### config.mk
export PLATFORM = sky130hd
export DESIGN_NAME = clkdiv_ctrl
export DESIGN_NICKNAME = d
export VERILOG_FILES = /design/src/rtl/clkdiv_ctrl.sv
export SDC_FILE = /design/constraint.sdc
export NUM_CORES = 1
export LEC_CHECK = 0
export CAP_MARGIN = 20
export CORE_MARGIN = 2
export CORE_UTILIZATION = 25
export DETAILED_ROUTE_END_ITERATION = 10
export GPL_TIMING_DRIVEN = 0
export PLACE_DENSITY = 0.46
export SLEW_MARGIN = 20
export SYNTH_ARGS = -nofsm -noshare
export SYNTH_HDL_FRONTEND = slang
export SYNTH_SLANG_ARGS = --single-unit
### constraint.sdc
create_clock -name clock_in -period 2.83 [get_ports clock_in]
set_clock_uncertainty 0.15 [all_clocks]
set_input_delay 0.4245 -clock clock_in [delete_from_list [all_inputs] [get_ports clock_in]]
set_output_delay 0.4245 -clock clock_in [all_outputs]
set_load 0.03 [all_outputs]
### src/rtl/clkdiv_ctrl.sv
// Programmable clock divider with handshaked run-time divisor/enable updates.
// Updates take effect only at a period boundary, so clock_out has no runt or stretched pulses.
module clkdiv_ctrl #(
   parameter int CNT_W       = 7,
   parameter int DEFAULT_DIV = 10,
   parameter bit RESET_EN    = 1'b1
) (
   input  logic             clock_in,
   input  logic             reset_n,
   input  logic             cfg_valid,
   output logic             cfg_ready,
   input  logic [CNT_W-1:0] cfg_div,
   input  logic             cfg_en,
   output logic             clock_out,
   output logic [CNT_W-1:0] div_active,
   output logic             busy,
   output logic             period_done,
   output logic             err
);

   typedef enum logic [1:0] {IDLE, RUN, PEND} state_t;

   localparam logic [CNT_W-1:0] DEF_DIV = CNT_W'(DEFAULT_DIV);
   localparam logic [CNT_W-1:0] ONE     = CNT_W'(1);
   localparam logic [CNT_W-1:0] MIN_DIV = CNT_W'(2);

   state_t           state_q;
   logic [CNT_W-1:0] cnt_q;
   logic [CNT_W-1:0] div_q;
   logic [CNT_W-1:0] pdiv_q;
   logic             pen_q;
   logic             clk_q;
   logic             err_q;

   logic xfer;
   logic req_ok;
   logic last;

   assign cfg_ready = (state_q != PEND);
   assign xfer      = cfg_valid && cfg_ready;
   // A disable request never needs a divisor, so it is always legal.
   assign req_ok    = !cfg_en || (cfg_div >= MIN_DIV);
   assign last      = (state_q != IDLE) && (cnt_q == div_q - ONE);

   always_ff @(posedge clock_in or negedge reset_n) begin
      if (!reset_n) begin
         state_q <= RESET_EN ? RUN : IDLE;
         cnt_q   <= '0;
         div_q   <= DEF_DIV;
         pdiv_q  <= '0;
         pen_q   <= 1'b0;
         clk_q   <= 1'b0;
         err_q   <= 1'b0;
      end else begin
         err_q <= xfer && !req_ok;
         case (state_q)
            IDLE: begin
               cnt_q <= '0;
               clk_q <= 1'b0;
               if (xfer && req_ok && cfg_en) begin
                  div_q   <= cfg_div;
                  state_q <= RUN;
               end
            end
            default: begin
               clk_q <= (cnt_q < (div_q >> 1));
               cnt_q <= last ? '0 : cnt_q + ONE;
               if (state_q == RUN) begin
                  if (xfer && req_ok) begin
                     pdiv_q  <= cfg_div;
                     pen_q   <= cfg_en;
                     state_q <= PEND;
                  end
               end else if (last) begin
                  // Boundary: the held-back request finally takes effect.
                  if (pen_q) begin
                     div_q   <= pdiv_q;
                     state_q <= RUN;
                  end else begin
                     clk_q   <= 1'b0;
                     state_q <= IDLE;
                  end
               end
            end
         endcase
      end
   end

   assign clock_out   = clk_q;
   assign div_active  = div_q;
   assign busy        = (state_q == PEND);
   assign period_done = last;
   assign err         = err_q;

endmodule

==> out/metrics.csv <==
stage,metric,value,unit
pwr,power.share.sequential,0.525,
final_layout,num-nets-final,181,
floorplanning,dieWidth,80.8,µm
final_layout,stdcell_area,1870,µm²
floorplanning,fp_rows,27,
timing,fmax,373,MHz
flow_run,drv.max_cap_violation_count,0,
setup_path,setup.worst_path.class,reg -> out,
setup_path,worstPathBufferInverterCount,2,
synth,synthesis.area,1480,µm²
pwr,switch_pwr,134,µW
placed_design,routabilityCongestion,0.768,
cts,cts_tree,done,
synth,synth-seq-cells,26,
drt,postRouteWirelength,3250,µm
run_status,failing_checks,negative hold slack,
pwr,combPwrFrac,0.037,
cts,path_clk_slew,90,ps
grt,grt_usage,0.110,
floorplanning,fp.dieH,80.8,µm
grt,antenna_found_initial,0,
drt,routed-via-count,1079,
cts,clock_insertion_delay_worst_skew,270,ps
timing,worst_hold_slack,-6.02,ps
placed_design,placed_cell_area,1780,µm²
final_layout,antenna_cells_inserted,0,
synth,synthesis.yosys.warnings,0,
cts,cts_sink_count,26,
setup_path,timing.critical_path.slowest_stage_cell,sky130_fd_sc_hd__dfstp_2,
setup_path,cp_slowest_stage_delay,560,ps
pwr,worst_ir_drop_vdd,0.000205,V
timing,finalHoldViolCount,10,
setup_path,r2r_slack,550,ps
drt,via_per_inst,4.61,
setup_path,critical_path_peak_fanout,4,
pwr,total_leakage_power,0.000880,µW
drt,dr.pass1.iters,4,
cts,post_cts_hold_buffer_count,0,
timing,layout_worst_path_cycle_share,0.947,
synth,syn_area_per_cell,11.0,µm²
setup_path,worst-endpoint-arrival,2110,ps
setup_path,end_kind,primary output,
final_layout,final_layout_size_suffix_gt1_frac,0.173,
timing,timing.final.crit_period,2680,ps
setup_path,crit-reg2reg-launch,div_active[1],
drt,drt_first_iter_violations,54,
grt,grt_pass1_vias,1133,
synth,syn_nets,152,
cts,cts_buffers,3,
floorplanning,core,5610,µm²
floorplanning,start_util,0.263,
timing,worst_pin_slew,593,ps
drt,drt-wirelength-per-cell,13.9,µm
grt,largest_net_degree_at_the_start_of_global_routing,27,
floorplanning,dieArea,6530,µm²
cts,root_buffer,sky130_fd_sc_hd__clkbuf_8,
worst_hold_path,hold_path_class,in -> async,
setup_path,critical-path-top-delay-family,simple AND/OR/NAND/NOR gates,
synth,synth.yosys.seq_area_share,0.444,
setup_path,worst-r2r-cell-count,8,
timing,finalSetupViolCount,0,
timing,timing.setup.tns,0,ps
drt,ant_nets,0,
timing,final-max-slew-violation-count,0,
setup_path,r2r_end,div_active[6],
grt,grt_remaining_overflow,0,
pwr,power_density,377,nW/µm²
pwr,power_switching_share,0.189,
setup_path,worstPathCellList,inv_1 > ha_1 > xor2_1 > nand3_1 > nor3_4 > and2_2 > nor2b_1 > buf_4,
placed_design,dp_hpwl,2560,µm
floorplanning,ioPinCount,23,
timing,max_slew_margin,0.605,
pwr,power.share.clock,0.438,
synth,netlist_instances,134,
pwr,power.internal,573,µW
setup_path,worst-endpoint-required,2260,ps
setup_path,timing.critical_path.from_type,flop,
cts,cts_max_path_buffers,2,
synth,synth.lib_cells_used.distinct,32,
run_status,run_status,"finished, violations left",
drt,drc,0,
placed_design,port-buffer-count,22,
final_layout,area_delta_synth_final,27.1,%
grt,grt_first_pass_wirelength,5420,µm
cts,htreeDepth,1,
## worst max path at each step
stage / startpoint / end / slack [ps] / cells past startpoint
global placement: div_active[1] / period_done / -250 / 8
detailed placement: div_active[1] / period_done / -250 / 8
finish: div_active[1] / period_done / 150 / 8
CTS: div_active[1] / period_done / 90 / 8
floorplan: div_active[1] / period_done / 90 / 7
global route: div_active[1] / period_done / -20 / 8
## cell usage after synthesis
master / count / area [µm²]
sky130_fd_sc_hd__o211ai_1: 2 / 15.0
sky130_fd_sc_hd__a211oi_1: 1 / 7.51
sky130_fd_sc_hd__o21ai_0: 5 / 25.0
sky130_fd_sc_hd__nand3b_1: 1 / 7.51
sky130_fd_sc_hd__a21o_1: 2 / 15.0
sky130_fd_sc_hd__mux2_2: 8 / 90.1
sky130_fd_sc_hd__a41oi_4: 1 / 27.5
sky130_fd_sc_hd__nor3_1: 9 / 45.0
sky130_fd_sc_hd__nor2b_1: 1 / 6.26
sky130_fd_sc_hd__xor2_1: 7 / 61.3
sky130_fd_sc_hd__and3_1: 1 / 6.26
sky130_fd_sc_hd__nor3_2: 1 / 10.0
sky130_fd_sc_hd__a31oi_1: 3 / 18.8
sky130_fd_sc_hd__nor2_1: 4 / 15.0
sky130_fd_sc_hd__dfstp_2: 3 / 78.8
sky130_fd_sc_hd__nand2_1: 5 / 18.8
sky130_fd_sc_hd__buf_2: 2 / 10.0
sky130_fd_sc_hd__a21oi_1: 1 / 5.00
sky130_fd_sc_hd__nor4b_1: 1 / 8.76
sky130_fd_sc_hd__dfrtp_1: 23 / 576
sky130_fd_sc_hd__nand3_1: 3 / 15.0
sky130_fd_sc_hd__buf_6: 1 / 11.3
sky130_fd_sc_hd__ha_1: 7 / 87.6
sky130_fd_sc_hd__mux2i_1: 14 / 140
sky130_fd_sc_hd__buf_4: 1 / 7.51
sky130_fd_sc_hd__inv_1: 10 / 37.5
sky130_fd_sc_hd__nand2b_1: 2 / 12.5
sky130_fd_sc_hd__nand4_1: 4 / 25.0
sky130_fd_sc_hd__xnor2_1: 8 / 70.1
sky130_fd_sc_hd__and2_2: 1 / 7.51
sky130_fd_sc_hd__nor3b_1: 1 / 7.51
sky130_fd_sc_hd__nor2_2: 1 / 6.26
## sequential cells by signal, summed over array words and instances (netlist names)
register and count:
cnt_q 7, div_active 7, pdiv_q 7, state_q 2, clock_out 1, err 1, pen_q 1
## power groups by stage
stage	combinational, µW	sequential, µW	clock [µW]
CTS	27.1	372	320
floorplan	2.06	379	0
global route	29.4	372	335
global placement	27.2	379	0
detailed placement	27.1	379	0
finish	26.0	371	310
## kinds of logic (layout without fill, tap and decap cells)
group                    count (synthesis)  in the layout  share of synthesized area
AND/OR/NAND/NOR                         35             35                      0.130
flip-flops                              26             26                      0.444
multiplexers                            22             22                      0.156
XOR/XNOR                                15             15                     0.0891
AO/OA/AOI/OAI                           15             15                     0.0772
buffers and inverters                   14             42                     0.0450
adder cells (fa/ha/maj)                  7              7                     0.0594
## metrics by stage
| stage | total power (µW) | std cells | setup slack (ps) | util | hold slack, ps |
|---|---|---|---|---|---|
| 6_report | 708 | 234 | 149 | 0.334 | -6.02 |
| 5_1_grt | 736 | 234 | -24.6 | 0.334 | 45.5 |
| 4_1_cts | 719 | 233 | 88.9 | 0.332 | 17.7 |
| 3_5_place_dp | 406 | 228 | -253 | 0.317 | 320 |
| 3_3_place_gp | 406 | 228 | -250 | 0.318 | 337 |
| 2_1_floorplan | 381 | 134 | 92.9 | - | -21.1 |
## worst reg2reg max path: cells and delay by family (launching register included)
kind / cells / cell delay [ps]
muxes: 1 / 240
DFF: 1 / 560
AOI/OAI and AO/OA: 1 / 410
adders and majority gates: 1 / 290
buffers and inverters: 2 / 230
and+or+nand+nor: 2 / 180
xor gates and xnor gates: 1 / 160
## placed cells by master (no fill, tap or decap), types with 2 or more instances in the layout
cell type and instances:
sky130_fd_sc_hd__a21o_1 2, sky130_fd_sc_hd__nor2_1 4, sky130_fd_sc_hd__a31oi_1 3, sky130_fd_sc_hd__dfstp_2 3
sky130_fd_sc_hd__mux2_2 8, sky130_fd_sc_hd__nand2b_1 2, sky130_fd_sc_hd__dfrtp_1 23, sky130_fd_sc_hd__nand4_1 4
sky130_fd_sc_hd__ha_1 7, sky130_fd_sc_hd__xor2_1 7, sky130_fd_sc_hd__nand3_1 3, sky130_fd_sc_hd__mux2i_1 14
sky130_fd_sc_hd__o211ai_1 2, sky130_fd_sc_hd__clkdlybuf4s50_1 20, sky130_fd_sc_hd__clkbuf_8 3, sky130_fd_sc_hd__xnor2_1 8
sky130_fd_sc_hd__nor3_1 9, sky130_fd_sc_hd__buf_2 3, sky130_fd_sc_hd__buf_4 4, sky130_fd_sc_hd__nand2_1 5
sky130_fd_sc_hd__o21ai_0 5, sky130_fd_sc_hd__inv_1 10
## layout make-up
type / instances / area [µm²]
clock buffers: 3 / 41.3
clock inverters: 1 / 30.0
multi-input cells: 94 / 764
well taps: 72 / 90.1
flip-flops and latches: 26 / 654
fillers: 603 / 3730
inverters: 10 / 37.5
repair buffers: 24 / 228
plain buffers: 4 / 28.8
## timing repair
| item | 4_1_cts | 5_1_grt |
|---|---|---|
| pin swaps | 1 | 2 |
| setup buffers | 1 | 1 |
| setup endpoints to repair | 1 | 1 |
| gates resized for setup | 7 | 2 |
| hold endpoints to repair | 0 | 0 |
## metal layers
metal	routed length, µm	vias to the layer above	track usage
li1	-	531	-
met1	1560	519	0.141
met2	1520	27	0.185
met3	150	2	0.0300
met4	27	0	0.0203
met5	0	-	0
(Power assumes the default switching activity.)
